### config.mk
export PLATFORM = sky130hd
export DESIGN_NAME = pwm_duty_decoder
export DESIGN_NICKNAME = d
export VERILOG_FILES = /design/src/rtl/pwm_duty_decoder.sv
export SDC_FILE = /design/constraint.sdc
export NUM_CORES = 1
export LEC_CHECK = 0
export ABC_AREA = 1
export BUFFER_PORTS_ARGS = -buffer_cell sky130_fd_sc_hd__buf_2
export CELL_PAD_IN_SITES_DETAIL_PLACEMENT = 2
export CELL_PAD_IN_SITES_GLOBAL_PLACEMENT = 2
export CORE_UTILIZATION = 40
export CTS_BUF_LIST = sky130_fd_sc_hd__clkbuf_16
export CTS_CLUSTER_SIZE = 28
export DETAILED_ROUTE_END_ITERATION = 7
export HOLD_SLACK_MARGIN = 0.06
export MAX_ROUTING_LAYER = met4
export PLACE_DENSITY = 0.81
export SLEW_MARGIN = 20
export SYNTH_ARGS = -nofsm -noshare
export SYNTH_HDL_FRONTEND = slang
export SYNTH_SLANG_ARGS = --single-unit
### constraint.sdc
create_clock -name clk -period 4.15 [get_ports clk]
set_input_delay 0.2075 -clock clk [delete_from_list [all_inputs] [get_ports clk]]
set_output_delay 0.2075 -clock clk [all_outputs]
set_load 0.05 [all_outputs]
### src/rtl/pwm_duty_decoder.sv
// PWM receiver: recovers period, 7-bit duty and LED level code from a PWM
// line, using a 7-step restoring divider and a stuck-line watchdog.
module pwm_duty_decoder #(
    parameter int CNT_W   = 20,
    parameter int TIMEOUT = 1_000_000
) (
    input  logic             clk,
    input  logic             reset_n,
    input  logic             pwm_in,
    output logic [6:0]       duty,
    output logic [CNT_W-1:0] period,
    output logic [1:0]       level,
    output logic             valid,
    output logic             stuck
);

    typedef enum logic [1:0] {
        WAIT_FIRST,
        MEASURE,
        DIVIDE
    } state_t;

    localparam logic [CNT_W-1:0] TO_V = CNT_W'(TIMEOUT);

    state_t           state_q;
    state_t           state_d;
    logic             s1;
    logic             sync;
    logic             dly;
    logic             rise;
    logic             at_to;
    logic             at_to_q;
    logic             to_hit;
    logic             capture;
    logic             finish;
    logic             to_upd;
    logic [CNT_W-1:0] per_cnt;
    logic [CNT_W-1:0] hi_cnt;
    logic [CNT_W-1:0] divisor;
    logic [CNT_W:0]   rem;
    logic [CNT_W:0]   rem_sh;
    logic [CNT_W:0]   rem_nx;
    logic [6:0]       quo;
    logic [6:0]       quo_nx;
    logic             q_bit;
    logic [2:0]       step;

    function automatic logic [1:0] lvl_of(input logic [6:0] d);
        if (d >= 7'd63) return 2'b11;
        if (d >= 7'd38) return 2'b10;
        if (d >= 7'd13) return 2'b01;
        return 2'b00;
    endfunction

    always_ff @(posedge clk or negedge reset_n) begin
        if (!reset_n) begin
            s1   <= 1'b0;
            sync <= 1'b0;
            dly  <= 1'b0;
        end else begin
            s1   <= pwm_in;
            sync <= s1;
            dly  <= sync;
        end
    end

    assign rise   = sync & ~dly;
    assign at_to  = (per_cnt == TO_V);
    // Fire only on the cycle the counter first saturates.
    assign to_hit = at_to & ~at_to_q;

    always_ff @(posedge clk or negedge reset_n) begin
        if (!reset_n) begin
            per_cnt <= '0;
            hi_cnt  <= '0;
            at_to_q <= 1'b0;
        end else begin
            at_to_q <= at_to;
            if (rise) begin
                per_cnt <= CNT_W'(1);
                hi_cnt  <= CNT_W'(1);
            end else begin
                if (!at_to)
                    per_cnt <= per_cnt + 1'b1;
                if (sync && hi_cnt != TO_V)
                    hi_cnt <= hi_cnt + 1'b1;
            end
        end
    end

    assign rem_sh = rem << 1;
    assign q_bit  = (rem_sh >= {1'b0, divisor});
    assign rem_nx = q_bit ? rem_sh - {1'b0, divisor} : rem_sh;
    assign quo_nx = (quo << 1) | {6'd0, q_bit};

    always_ff @(posedge clk or negedge reset_n) begin
        if (!reset_n)
            state_q <= WAIT_FIRST;
        else
            state_q <= state_d;
    end

    always_comb begin
        state_d = state_q;
        capture = 1'b0;
        finish  = 1'b0;
        to_upd  = 1'b0;
        unique case (state_q)
            WAIT_FIRST: begin
                if (rise) begin
                    state_d = MEASURE;
                end else if (to_hit) begin
                    to_upd = 1'b1;
                end
            end
            MEASURE: begin
                if (rise) begin
                    capture = 1'b1;
                    state_d = DIVIDE;
                end else if (to_hit) begin
                    to_upd  = 1'b1;
                    state_d = WAIT_FIRST;
                end
            end
            DIVIDE: begin
                if (step == 3'd6) begin
                    finish  = 1'b1;
                    state_d = MEASURE;
                end
            end
            default: state_d = WAIT_FIRST;
        endcase
    end

    always_ff @(posedge clk or negedge reset_n) begin
        if (!reset_n) begin
            divisor <= '0;
            rem     <= '0;
            quo     <= '0;
            step    <= '0;
        end else if (capture) begin
            divisor <= per_cnt;
            rem     <= {1'b0, hi_cnt};
            quo     <= '0;
            step    <= '0;
        end else if (state_q == DIVIDE) begin
            rem     <= rem_nx;
            quo     <= quo_nx;
            step    <= step + 3'd1;
        end
    end

    always_ff @(posedge clk or negedge reset_n) begin
        if (!reset_n) begin
            duty   <= '0;
            period <= '0;
            level  <= 2'b00;
            valid  <= 1'b0;
            stuck  <= 1'b0;
        end else begin
            valid <= 1'b0;
            if (finish) begin
                duty   <= quo_nx;
                level  <= lvl_of(quo_nx);
                period <= divisor;
                valid  <= 1'b1;
                stuck  <= 1'b0;
            end else if (to_upd) begin
                duty   <= sync ? 7'd127 : 7'd0;
                level  <= sync ? 2'b11 : 2'b00;
                period <= '0;
                valid  <= 1'b1;
                stuck  <= 1'b1;
            end
        end
    end

endmodule
---- After elaboration in Yosys (flattened, before gate mapping) ----
Cells that the tools add are included.
Widths: inputs -> output; s select.
storage, ports and cells
  input port bits ......................... 3
  logic and storage cells ................. 95
  bits in registers ....................... 126
cells by class
  reduce and logical (&&, ||, !) cells .... 7
  bitwise operators ....................... 5
  order comparisons ....................... 4
  add/subtract/negate cells ............... 4
  eq/ne operators ......................... 9
  multiplexer cells ....................... 50
operator list
  operator               count
  $mux 20                9
  $add 20x1->20 const B  2
  $mux 2                 13
  $ge 21x20->1           1
  $mux 7                 3
  $eq 20x20->1 const B   1
  $mux 1                 20
  $ne 20x20->1 const B   1
  $sub 20x20->20         1
  $ge 7x6->1 const B     2
  $mux 6                 2
  $ge 7x4->1 const B     1
  $or 7x1->7             1
  $mux 3                 2
  $ne 2x2->1 const B     3
  $pmux 2 s3             1
  $reduce_bool 2->1      3
  $add 3x1->3 const B    1
  $eq 3x3->1 const B     1
  $ne 3x3->1 const B     1
  $reduce_and 3->1       1
  $and 1x1->1            2
  $eq 2x1->1 const B     1
  $eq 2x2->1 const B     1
  other kinds (4)        5

---- Longest topological paths before layout ----
  depth in word-level cells ............... 14
  depth in mapped cells ................... 16
  mapped depth without buffers ............ 16

---- Worst setup path after synthesis ----
OpenSTA, ideal clock, no wires.
  path type ............................... register to register
  from .................................... reg divisor[1]
  to ...................................... reg rem[10]
  setup slack ............................. 2214 ps
  cell stages (with the launch flop) ...... 14
  period minus slack after synthesis ...... 1936 ps
  arrival time ............................ 1819 ps
  path through ............................ dfrtp_1 -> inv_1 -> ha_1 -> ha_1 -> nand2_1 -> nor2_1 -> nand2_1 -> o21ai_0 -> a21oi_1 -> nand2_2 -> buf_6 -> or2_1 -> nand3_1 -> nand2_1
on the way
  word-level cells in the longest chain between the ends .. 4
  elaborated cells on any way between the ends .. 5
  classes of those cells .................. add/sub (1); order compare (1); mux (3)
RTL lines
  item                                            line    RTL
  start: declaration                              39      logic [CNT_W-1:0] divisor;
  start signal: assignment                        142     divisor <= per_cnt;
  $sub 20x20->20 or $ge 21x20->1 (tied branches)  93, 92
  $mux 20 (*)                                     93      assign rem_nx = q_bit ? rem_sh - {1'b0, divisor} : rem_sh;
  $mux 20 (*)                                     146     end else if (state_q == DIVIDE) begin
  $mux 20 (*)                                     141     end else if (capture) begin
  end signal: assignment                          143     rem <= {1'b0, hi_cnt};
  end signal: assignment                          147     rem <= rem_nx;
  end: declaration                                40      logic [CNT_W:0] rem;
Every way passes the cells marked *; elsewhere a longest branch is shown, timed or not. The select of a mux whose other input is x is not followed.
A chain may end at the register's enable or synchronous reset.

---- Final worst setup path ----
  from .................................... reg sync
  to ...................................... reg rem[15]
on the way
  word-level cells in the longest chain between the ends .. 4
  elaborated cells on any way between the ends .. 5
  classes of those cells .................. mux (3); bitwise (1); reduce/logical (1)
RTL lines
  item                                          line  RTL
  start: declaration                            28    logic sync;
  start signal: assignment                      58    sync <= 1'b0;
  start signal: assignment                      62    sync <= s1;
  $and 1x1->1 (*)                               67    assign rise = sync & ~dly;
  $mux 1 (*)                                    117   if (rise) begin
  $mux 1 (*)                                    108   unique case (state_q)
  $mux 20 or $reduce_bool 2->1 (tied branches)  n/a
Every way passes the cells marked *; elsewhere a longest branch is shown, timed or not.

==> results.txt <==
- Status: complete, no violations
- Die Y-Extent: 135.2 µm
- Clock tree from TritonCTS: yes
- Switching portion of total power: 0.4476
- Buffers added to address setup during post-CTS repair amount to 0.
- Pwr Density: 737.9 nW/µm²
- Length in cells of the worst reg-to-reg path: 10
- Synth area leader: dfrtp_1
* N_diodes: 0
- Max-cap violations in this run came to 0.
* Final total power: 6.012 mW
- Launch point of the worst hold path: s1$_DFF_PN0_
- The worst hold path passes through 0 cells.
- Synth Area per Inst: 7.820 µm²
* Internal cell power: 3.321 mW
- Buffer type at the clock tree root: clkbuf_16
- Yosys synthesis warning count: 0
- Clock network latency to the later pin of the worst-skew pair: between 400 and 500 ps
* Tmin final: 3171 ps
- Yosys top cell area share: 0.4445
- Among all cell types in the netlist, the one instantiated most often is nand2_1.
* Switching component of the power: 2.691 mW
- For this run, the leading register cell type out of synthesis is dfrtp_1.
- The number of antenna violations at the first check in global routing is 1.
- Remaining antenna violation count: 0
- Count of boundary I/O pins: 34
* Relative contribution of the clock network to total power: 0.291
- Floorplan die width: 135.2 µm
- The core region is 17300 µm².
- In this run the critical register-to-register path is captured at rem[15]$_DFFE_PN0P_.
- Area growth syn-to-layout: 14.87%
* Portion of total power attributed to sequential cells: 0.270
- Across every metal layer, demand over resource in global routing totals 0.3323.
- Setup violations remaining at the end of the flow were counted as 0.
- For this configuration, the core starts out at a cell density of 0.4101.
- Data required time at the worst endpoint: approximately 4500 ps
* Launching element of the worst setup path: sync$_DFF_PN0_
- Setup total negative slack on the finished layout was measured at 0 ps.
- Counting every sink on the clock net gives 126.
- Summing every instance area after synthesis gives 7093 µm².
- Commonest cells post-synth: nand2_1 (192), dfrtp_1 (126), inv_1 (121)
* Largest cells by area after synthesis: dfrtp_1 (44%), nand2_1 (10%), o21ai_0 (7.1%)
- The via count of the first global-routing pass was 7707.
- Static timing analysis puts the maximum clock frequency at 315.4 MHz.
- For this run the aggregate overflow at the end of global routing stands at 0.
- Row count: 48
- The congestion estimate from routability-driven global placement came to 0.9091.
- Leakage power: 3.867 nW
- In this run the worst hold path is classified as flip-flop to flip-flop.
- After filler insertion, the fill cell instance count of the layout stands at 1977.
- Post-route core utilization: 0.4711
- Clock slew at the register clock pins of the worst setup and hold paths: 60 ps
- Cell variety after synth: 41
* Number of cells produced by synthesis: 907
- End of the worst hold path: sync$_DFF_PN0_
- Number of search-and-repair iterations in the first detailed-routing pass: 5
- The final-report max-slew violation count came to 0.
- The die covers 18270 µm².
- Signal arrival time at the worst endpoint: around 3500 ps
* IO Port Bufs: 33
- Fraction of power consumed by combinational cells: 0.440
- The slowest stage of the critical path is the nor2_2 cell.
- Slowest stage delay, CP: 650 ps
- In the final layout, flip-flops and latches occupy approximately 3200 µm².
* Flip-flop and latch count after synthesis: 126
- Half-perimeter wire length after placement: around 19000 µm
- Of the available clock period, the critical path in the final layout requires 0.7641.
* Multi-input combinational cell area: 3339 µm²
- Actual slew at the worst max-slew pin: 973.9 ps
- The worst register-to-register path begins at sync$_DFF_PN0_.
* Number of buffers inserted during clock tree synthesis: 17
- Worst clock skew: 15.64 ps
* H-tree depth reported by CTS: 4
- Post-route cell area: 8148 µm²
* Slack of the worst reg-to-reg path: 980 ps
- In the final routed layout, each cell accounts on average for 23.58 µm.
- First-pass GRT wire length: 44020 µm
- In the routed design, unresolved DRC markers number 0.
- Type of destination of the critical path: flip-flop
* Fraction of layout instances using a drive strength above 1: 0.09779
- Number of gates resized after cts: 0
- The clock passes through at most 2 buffers.
* Count of final hold-check violations: 0
- Initial drt markers: 350
* Sequential element share of the synthesized area: 0.4445
- IR analysis of the VDD net gives a maximum drop of between 0.0004 and 0.0005 V.
- Area post-placement: 7460 µm²
- The number of nets in the synthesized netlist is 937.
- Setup repair after global routing left no endpoint under its margin.
- Critical Path Start Type: flip-flop
- Cell-by-cell trace of the critical path: inv_1, nor2_2, nand3_2, buf_4, inv_2, nor2_1, buf_4, inv_1, o22ai_1, a21o_1
* Via/cell ratio: between 5 and 6
- Share of flip-flops with an asynchronous set or reset: 1.000
- Maximum number of pins on one net before global-route repair: 69
* Count of flip-flops with a built-in enable after synthesis: 0
- The routed layout has 6855 vias.
- Largest fanout of any net on the critical path: 51
- The critical path in this run is classified as flip-flop to flip-flop.
- For this run, the post-layout net count is approximately 970.
- In this run the tightest slew margin relative to its limit is 0.3507.
- Total Wirelength: 27730 µm
[worst max-delay path: cells and delay by family, from the launching register on]
family,cells,cell delay (ps)
DFF,1,500
buffers and inverters,5,1260
AOI/OAI and AO/OA,2,390
and+or+nand+nor,3,890
[metal layers]
metal | global-route usage | vias to the layer above | part of all wire | routed length [µm]
met5 | - | - | 0 | 0
li1 | - | 3079 | - | -
met1 | 0.3963 | 3573 | 0.43 | 12020
met3 | 0.06061 | 54 | 0.037 | 1013
met2 | 0.5538 | 149 | 0.50 | 13830
met4 | 0.1330 | 0 | 0.031 | 866
[per-stage QoR]
| stage | hold WS (ps) | std cells | setup slack [ps] |
|---|---|---|---|
| after global placement | 332.3 | 1142 | 1126 |
| final | 356.2 | 1176 | 979.2 |
| after global routing | 375.7 | 1176 | 891.5 |
| after CTS | 354.3 | 1176 | 1010 |
| after detailed placement | 330.1 | 1142 | 1060 |
| after floorplan | -88.09 | 907 | 2214 |
[timing repair]
item                       in CTS  in global routing
hold endpoints to repair       67                  0
setup endpoints to repair       0                  0
hold buffers                    2                  0
[flip-flops by register name (all words and copies together) (netlist names)]
register  count
step          3
hi_cnt       20
at_to_q       1
rem          20
state_q       2
divisor      20
duty          7
per_cnt      20
quo           6
stuck         1
s1            1
dly           1
sync          1
valid         1
period       20
level         2
[cell type report]
cell class              count  share of cell area
clock buffers              17             0.05221
clock inverters            15             0.02979
inverters                 126             0.05805
multi-input cells         626              0.4099
flip-flops and latches    126              0.3870
well taps                 225             0.03455
repair buffers             41             0.02856
[worst max-delay path by stage]
stage                                to  cells past startpoint
floorplan           rem[10]$_DFFE_PN0P_                     13
global placement     rem[7]$_DFFE_PN0P_                     10
detailed placement   rem[7]$_DFFE_PN0P_                     10
CTS                 rem[15]$_DFFE_PN0P_                     10
global route        rem[15]$_DFFE_PN0P_                     10
finish              rem[15]$_DFFE_PN0P_                     10
[cell families (layout without fill, tap and decap cells)]
kind of cell,after synthesis,in the layout,synth area share
and+or+nand+nor,380,380,0.2406
AOI/OAI and AO/OA,198,198,0.1556
buffers and inverters,155,199,0.08467
DFF,126,126,0.4445
adders and majority gates,27,27,0.04869
xor gates and xnor gates,21,21,0.02593
[cells in the final DEF, fill, tap and decap left out, drive strengths merged, types with 2 or more instances in the layout]
master,n
a21o,5
nor2,58
bufinv,6
nand3,68
ha,26
clkinvlp,2
dlygate4sd3,2
o22ai,11
clkbuf,17
o21bai,9
a211oi,3
a31oi,5
dfrtp,126
clkinv,4
or2,2
nor4,9
xor2,17
nand2,196
inv,129
xnor2,4
a21oi,36
buf,39
o21a,2
nand4,26
o21ai,110
o211ai,14
nor3,18
[power groups by stage]
stage	Combinational (mW)	Sequential [mW]	Clock (mW)
3_3_place_gp	2.38	1.61	0
3_5_place_dp	2.49	1.63	0
2_1_floorplan	1.71	1.62	0
4_1_cts	2.62	1.62	1.77
6_report	2.64	1.62	1.75
5_1_grt	2.89	1.63	1.81
Power figures use the tool's default switching activity.
